`config.mk`:
```
export PLATFORM = sky130hd
export DESIGN_NAME = apb_event_unit
export DESIGN_NICKNAME = d
export VERILOG_FILES = /design/src/rtl/apb_event_pkg.sv /design/src/rtl/apb_event_prio_enc.sv /design/src/rtl/apb_event_unit.sv
export SDC_FILE = /design/constraint.sdc
export NUM_CORES = 1
export LEC_CHECK = 0
export CORE_UTILIZATION = 48
export CTS_BUF_LIST = sky130_fd_sc_hd__clkbuf_16
export DETAILED_ROUTE_END_ITERATION = 16
export GPL_ROUTABILITY_DRIVEN = 1
export PLACE_DENSITY = 0.77
export SYNTH_ARGS = -nofsm -noshare
export SYNTH_HDL_FRONTEND = slang
export SYNTH_SLANG_ARGS = --single-unit
```
`constraint.sdc`:
```
create_clock -name HCLK -period 1.91 [get_ports HCLK]
set_input_delay 0.382 -clock HCLK [delete_from_list [all_inputs] [get_ports HCLK]]
set_output_delay 0.382 -clock HCLK [all_outputs]
set_load 0.01 [all_outputs]
```
`src/rtl/apb_event_pkg.sv`:
```
// rtl/apb_event_pkg.sv - register map constants for the APB event unit
package apb_event_pkg;

  localparam logic [4:0] OFF_MASK    = 5'h00;
  localparam logic [4:0] OFF_PENDING = 5'h04;
  localparam logic [4:0] OFF_PSET    = 5'h08;
  localparam logic [4:0] OFF_PCLR    = 5'h0C;
  localparam logic [4:0] OFF_TYPE    = 5'h10;
  localparam logic [4:0] OFF_ID      = 5'h14;

  localparam int ID_VALID_BIT = 31;

  // Registers are decoded on the word index only; byte lanes are ignored.
  function automatic logic [2:0] word_idx(input logic [4:0] off);
    return off[4:2];
  endfunction

endpackage

```
`src/rtl/apb_event_prio_enc.sv`:
```
// rtl/apb_event_prio_enc.sv - lowest-index-wins priority encoder
module apb_event_prio_enc #(
  parameter int NUM_EVT  = 32,
  parameter int ID_WIDTH = 5
) (
  input  logic [NUM_EVT-1:0]  req,
  output logic                valid,
  output logic [ID_WIDTH-1:0] id
);

  // Scan from the top so the last hit, the lowest index, is the one kept.
  always_comb begin
    valid = 1'b0;
    id    = '0;
    for (int i = NUM_EVT - 1; i >= 0; i--) begin
      if (req[i]) begin
        valid = 1'b1;
        id    = ID_WIDTH'(i);
      end
    end
  end

endmodule

```
`src/rtl/apb_event_unit.sv`:
```
// rtl/apb_event_unit.sv - APB event collector: sticky pending, mask, prioritised irq with ack
module apb_event_unit #(
  parameter int APB_ADDR_WIDTH = 12,
  parameter int NUM_EVT        = 32,
  parameter int ID_WIDTH       = 5
) (
  input  logic                      HCLK,
  input  logic                      HRESET,
  input  logic [APB_ADDR_WIDTH-1:0] PADDR,
  input  logic [31:0]               PWDATA,
  input  logic                      PWRITE,
  input  logic                      PSEL,
  input  logic                      PENABLE,
  output logic [31:0]               PRDATA,
  output logic                      PREADY,
  output logic                      PSLVERR,
  input  logic [NUM_EVT-1:0]        evt_i,
  output logic                      irq_req_o,
  output logic [ID_WIDTH-1:0]       irq_id_o,
  input  logic                      irq_ack_i,
  input  logic [ID_WIDTH-1:0]       irq_ack_id_i
);
  import apb_event_pkg::*;

  logic [NUM_EVT-1:0]  mask_q;
  logic [NUM_EVT-1:0]  pend_q;
  logic [NUM_EVT-1:0]  type_q;
  logic [NUM_EVT-1:0]  evt_q;
  logic [NUM_EVT-1:0]  pend_next;
  logic [NUM_EVT-1:0]  wdata;
  logic [NUM_EVT-1:0]  pset;
  logic [NUM_EVT-1:0]  pclr;
  logic [NUM_EVT-1:0]  ack_bits;
  logic [NUM_EVT-1:0]  hw_set;
  logic                wr_en;
  logic                rd_en;
  logic [2:0]          widx;
  logic                prio_valid;
  logic [ID_WIDTH-1:0] prio_id;
  logic [31:0]         id_word;
  logic                unused_bits;

  assign PREADY  = 1'b1;
  assign PSLVERR = 1'b0;

  assign wr_en = PSEL & PENABLE & PWRITE;
  assign rd_en = PSEL & PENABLE & ~PWRITE;
  assign widx  = PADDR[4:2];
  assign wdata = PWDATA[NUM_EVT-1:0];

  assign unused_bits = ^{PADDR, PWDATA};

  assign pset = (wr_en && widx == word_idx(OFF_PSET)) ? wdata : '0;
  assign pclr = (wr_en && widx == word_idx(OFF_PCLR)) ? wdata : '0;

  always_comb begin
    ack_bits = '0;
    if (irq_ack_i && int'(irq_ack_id_i) < NUM_EVT)
      ack_bits = NUM_EVT'(1) << irq_ack_id_i;
  end

  // Edge-typed bits compare against last cycle's sample; level bits pend while high.
  assign hw_set = (type_q & evt_i & ~evt_q) | (~type_q & evt_i);

  // Sets are OR-ed in after the clear so a new event is never lost.
  assign pend_next = (pend_q & ~(pclr | ack_bits)) | hw_set | pset;

  apb_event_prio_enc #(
    .NUM_EVT  (NUM_EVT),
    .ID_WIDTH (ID_WIDTH)
  ) u_prio (
    .req   (pend_q & mask_q),
    .valid (prio_valid),
    .id    (prio_id)
  );

  always_ff @(posedge HCLK) begin
    if (HRESET) begin
      mask_q    <= '0;
      pend_q    <= '0;
      type_q    <= '0;
      evt_q     <= '0;
      irq_req_o <= 1'b0;
      irq_id_o  <= '0;
    end else begin
      pend_q    <= pend_next;
      evt_q     <= evt_i;
      irq_req_o <= prio_valid;
      irq_id_o  <= prio_id;
      if (wr_en && widx == word_idx(OFF_MASK)) mask_q <= wdata;
      if (wr_en && widx == word_idx(OFF_TYPE)) type_q <= wdata;
    end
  end

  always_comb begin
    id_word                  = '0;
    id_word[ID_VALID_BIT]    = prio_valid;
    id_word[ID_WIDTH-1:0]    = prio_id;
  end

  always_comb begin
    PRDATA = '0;
    if (rd_en) begin
      case (widx)
        word_idx(OFF_MASK):    PRDATA = 32'(mask_q);
        word_idx(OFF_PENDING): PRDATA = 32'(pend_q);
        word_idx(OFF_TYPE):    PRDATA = 32'(type_q);
        word_idx(OFF_ID):      PRDATA = id_word;
        default:               PRDATA = '0;
      endcase
    end
  end

endmodule
```
# ---- Word-level counts from Yosys, hierarchy flattened
# Cells that the tools add are included.
dict set report word_totals {
  reg_bits 134
  input_bits 87
  wordCells 102
}
dict set report classes {
  n_eq_ne 5
  shift 1
  muxes 69
  bitwise_logic 16
  reduce_logical 5
}
# operator count
set op_table {}
lappend op_table {{AND 32 bit} 5}
lappend op_table {{two-way mux 5 bit} 32}
lappend op_table {{two-way mux 32 bit} 4}
lappend op_table {{OR 32 bit} 4}
lappend op_table {{one-hot mux 32 bit (4 select lines)} 1}
lappend op_table {{inverter 32 bit} 3}
lappend op_table {{two-way mux 1 bit} 32}
lappend op_table {{<< shifter 1 x 5 -> 32 bit (first input constant)} 1}
lappend op_table {{== test 3 x 2 -> 1 bit (second input constant)} 2}
lappend op_table {{== test 3 bit (second input constant)} 2}
lappend op_table {{logical AND 1 bit} 4}
lappend op_table {{AND 1 bit} 3}
lappend op_table {{== test 3 x 1 -> 1 bit (second input constant)} 1}
lappend op_table {{zero test 3 bit} 1}
lappend op_table {{inverter 1 bit} 1}

# ---- Longest topological paths before layout
dict set report logic_depth {
  depth_word 35
  mapped_depth 7
  depth_no_buf 6
}

# ---- Cells and area by module
# A second synthesis with hierarchy kept.
dict set report unflattened {
  cells_unflattened 841
  hier_area_um2 6954.2
}
# module n_inst cells_per_inst area_each_um2 seq_area_each_um2
set by_module_without_submodules {}
lappend by_module_without_submodules {apb_event_unit 1 776 6583.8 2682.6}
lappend by_module_without_submodules {apb_event_prio_enc 1 65 370.4 0.0}

# ---- Worst setup path before layout
# No wires, ideal clock.
dict set report synth_path {
  path_type {reg2out}
  start {register pend_q[27]}
  end {output port PRDATA[0]}
  arrival_ns 1.469
  required_time_ns 1.528
  slack_ns 0.059
  path_stages_with_launch 7
  cell_sequence {dfxtp_1 nand2_1 a32o_1 o21a_1 o311ai_2 nand3_1 a21oi_1}
}
dict set report synth_between {
  elab_chain_len 31
}
# item line_no
set synth_lines {}
lappend synth_lines {{start: declaration} apb_event_unit.sv:26} ;# logic [NUM_EVT-1:0] pend_q;
lappend synth_lines {{start signal: assignment} apb_event_unit.sv:86} ;# pend_q <= pend_next;
lappend synth_lines {{AND 32 bit} apb_event_unit.sv:72} ;# .req (pend_q & mask_q),
lappend synth_lines {{two-way mux 5 bit (28 in series)} apb_event_prio_enc.sv:16} ;# if (req[i]) begin
lappend synth_lines {{one-hot mux 32 bit (4 select lines)} apb_event_unit.sv:104} ;# case (widx)
lappend synth_lines {{two-way mux 32 bit} apb_event_unit.sv:103} ;# if (rd_en) begin
lappend synth_lines {{end: declaration} apb_event_unit.sv:14} ;# output logic [31:0] PRDATA,
# Every way passes these cells.

# ---- Worst setup path after layout
dict set report layout_path {
  start {register pend_q[21]}
  end {output port PRDATA[1]}
}
dict set report layout_between {
  elab_chain_len 25
}
# item line_no
set layout_lines {}
lappend layout_lines {{AND 32 bit} apb_event_unit.sv:72}
lappend layout_lines {{two-way mux 5 bit (22 in series)} apb_event_prio_enc.sv:16}
lappend layout_lines {{one-hot mux 32 bit (4 select lines)} apb_event_unit.sv:104}
lappend layout_lines {{two-way mux 32 bit} apb_event_unit.sv:103}
# Every way passes these cells.

==> summary.md <==
| Metric | Value |
|---|---|
| Status | `finished, violations left` |
| Failing checks | `negative setup slack` |
| Number of synthesized flops with an enable pin | `0` |
| Max-slew headroom | `0.602` |
| Largest family of logic cells by synthesized area | `compound AO/OA/AOI/OAI gates` |
| Die ar. | `around 14000 um^2` |
| CP endpoint kind | `output pin` |
| First-pass GRT wire length | `roughly 35000 um` |
| Seq cells post-synth | `134` |
| LEAKAGE | `approximately 3.7 nW` |
| Most area-consuming cells after synthesis | `dfxtp_1 43%, nand2_1 11%, a21oi_1 10%, nor2_1 5.9%, a221oi_1 4.5%` |
| Place WS | `-0.684 ns` |
| Worst-Margin Slew | `0.594 ns` |
| Multiplexer share of the synthesized area | `0.0464` |
| Post-Syn Nets | `slightly above 900` |
| Combinational Power Share | `0.122` |
| Vias per cell | `slightly below 6` |
| CTS H-tree lvls | `4` |
| Unrepaired setup endpoints after global routing | `yes` |
| Post-route cell area | `approximately 9400 um^2` |
| Worst-Skew Late Latency | `0.42 ns` |
| Post-route setup slack | `-0.624 ns` |
| Worst VDD drop | `between 0.7 and 0.8 mV` |
| CP Max Fanout | `3` |
| CTS Buf Count | `17` |
| Clock share of power | `0.454` |
| 1st-pass router iterations | `8` |
| Avg Inst Size Synth | `around 7.6 um^2` |
| CP Launch Point | `pend_q[21]$_SDFF_PP0_` |
| Synth Area in Adders | `0` |
| Clk slew on worst S/H paths | `roughly 0.050 ns` |
| IO Pins | `127` |
| Worst setup endpoint | `PRDATA[1]` |
| Fraction of the mapped netlist area in simple logic gates | `0.243` |
| CP required | `around 1.5 ns` |
| Final Hold Viols | `0` |
| CTS Root Cell | `clkbuf_16` |
| Final core occ | `0.740` |
| GRT Overall Usage | `0.341` |
| Yosys top cell area share | `0.427` |
| Final period util | `1.33` |
| Largest net degree at the start of global routing | `41` |
| Minimum clock period | `2.53 ns` |
| Congestion Overflow GR | `0` |
| Library cells used by synthesis | `44` |
| Cell Area, Placed | `approximately 8400 um^2` |
| Iter 0 DRT Violations | `just over 700` |
| Hold WS | `around 0.35 ns` |
| Hold Path Class | `in -> reg` |
| Asr flop ratio synth | `0` |
| DIE WIDTH | `around 120 um` |
| Vias in the first global route | `6963` |
| Cell Area, Synth | `between 6000 and 7000 um^2` |
| Seq pwr share | `0.423` |
| Pwr per Cell Area | `between 700 and 800 nW/um^2` |
| # clock sinks | `roughly 130` |
| Sw Share | `0.239` |
| Post-synthesis xor/xnor area fraction | `0` |
| Core area | `roughly 13000 um^2` |
| CTS Buffer Depth | `2` |
| Initial core utilization | `0.496` |
| Drt drc | `0` |
| Initial antenna violation count | `0` |
| Setup Viol. Count Final | `6` |
| Share of cells above drive strength 1 | `0.260` |
| Cell count after synthesis | `between 800 and 900` |
| Internal | `5.36 mW` |
| Half-perimeter wire length after detailed placement | `14000 um` |
| Routed wire length | `~22000 um` |
| Slew Limit Fails | `0` |
| Worst Setup Start Kind | `register` |
| Worst Path Arrival | `about 2.2 ns` |
| Most common cell in the synthesized netlist | `nand2_1` |
| Area grow syn2layout | `49.3%` |
| Worst Skew | `roughly 0.0078 ns` |
| Commonest cells in the netlist | `192 x nand2_1, 134 x dfxtp_1, 129 x a21oi_1, 98 x nor2_1, 39 x nor2b_1` |
| Setup CP Type | `reg -> out` |
| R2R Path End | `irq_id_o[3]$_SDFF_PP0_` |
| Final #Nets | `1136` |
| CTS tree | `yes` |
| Synthesized-area fraction occupied by ao, oa, aoi and oai cells | `0.244` |
| PortBufs | `115` |
| Number of max-cap violations | `0` |
| Seq/Total Area, Yosys | `0.427` |
| Antenna violation net count after detailed routing | `0` |
| Hold wc startpoint | `HRESET` |
| Ys flop type | `dfxtp_1` |
| Worst R2R Start | `pend_q[30]$_SDFF_PP0_` |
| Vias | `roughly 7200` |
| Cell taking the most area after synthesis | `dfxtp_1` |
| GP Congestion | `between 0.9 and 1` |
| Ys Warns | `0` |
| Fmax | `395 MHz` |
| R2R depth | `10` |
| WL/cell | `about 18 um` |
| Worst R2R Setup Slack | `approximately 0.080 ns` |
| WHS Path Cells | `2` |
| # rows | `41` |
| Ant. Diodes | `0` |
| Die height | `between 100 and 150 um` |
| P_sw | `roughly 1.7 mW` |
how the worst min path moves through the flow:
stage | slack (ns) | to
2_1_floorplan | 0.45 | type_q[2]$_SDFFE_PP0P_
3_3_place_gp | 0.46 | type_q[3]$_SDFFE_PP0P_
3_5_place_dp | 0.46 | type_q[26]$_SDFFE_PP0P_
4_1_cts | 0.35 | evt_q[23]$_SDFF_PP0_
5_1_grt | 0.36 | evt_q[17]$_SDFF_PP0_
6_report | 0.35 | evt_q[17]$_SDFF_PP0_
registers in the layout, summed over array words and instances, names as in the netlist:
name,count
evt_q,32
mask_q,32
type_q,32
pend_q,32
irq_req_o,1
irq_id_o,5
logic make-up (layout without fill, tap and decap cells):
| kind of cell | count (synthesis) | count (layout) |
|---|---|---|
| flip-flops | 134 | 134 |
| buffers and inverters | 55 | 289 |
| AND/OR/NAND/NOR | 359 | 359 |
| multiplexers | 29 | 29 |
| AO/OA/AOI/OAI | 249 | 249 |
| other | 2 | 2 |
layout by cell type (no fill, tap or decap), types with 4 or more instances in the layout:
master             n
a211oi_1           4
a21oi_1          123
a21oi_2            6
a221oi_1          32
a22o_1             6
a22oi_1            7
a22oi_2            9
buf_12            11
buf_2             11
buf_4            117
buf_6             12
clkbuf_16         17
clkbuf_2          19
clkdlybuf4s50_1   76
dfxtp_1          105
dfxtp_2           29
inv_1              6
mux2i_1           27
nand2_1          188
nand2_2            4
nand2b_1           7
nand3_1            6
nand4_1            4
nor2_1            95
nor2b_1           38
o21ai_0           34
cell type report:
class | instances | area [um^2]
Clock buffer | 17 | 425
Tap cell | 172 | 215
Clock inverter | 15 | 148
Sequential cell | 134 | 2720
Inverter | 2 | 7.51
Fill cell | 924 | 3290
Multi-Input combinational cell | 639 | 3570
Timing Repair Buffer | 255 | 2300
critical path, stage by stage (launching register included):
cell	delay, ns
dfxtp_2	0.33
a22o_1	0.25
o2111ai_2	0.21
a21oi_2	0.07
o311ai_1	0.29
buf_4	0.17
nand3_2	0.07
a21oi_2	0.19
buf_2	0.17
per-stage QoR:
stage	setup TNS (ns)	power (mW)	instances
global route	-4.01	7.24	1234
CTS	-3.49	7.01	1237
global placement	-43.26	3.77	1177
finish	-3.43	7.04	1234
detailed placement	-44.99	3.78	1177
floorplan	0	3.33	828
power groups by stage:
stage,registers [mW],clock network [mW],logic (mW)
floorplan,3.01,0,0.323
global placement,3.02,0,0.752
detailed placement,3.02,0,0.763
CTS,2.97,3.21,0.837
global route,2.99,3.33,0.918
finish,2.98,3.20,0.861
per-layer routing:
layer,GRT usage,vias up,share of wire
met5,0,-,0
met4,0.173,0,0.033
met3,0.0654,58,0.074
met2,0.568,354,0.48
met1,0.420,3480,0.41
li1,-,3335,-
timing repair:
action	in CTS	in global routing
setup endpoints to repair	37	32
hold buffers	0	0
pin swaps	29	21
gates resized for setup	162	56
setup buffers	27	4
gates cloned	2	0
No activity file was read; power rests on OpenSTA's default activity.
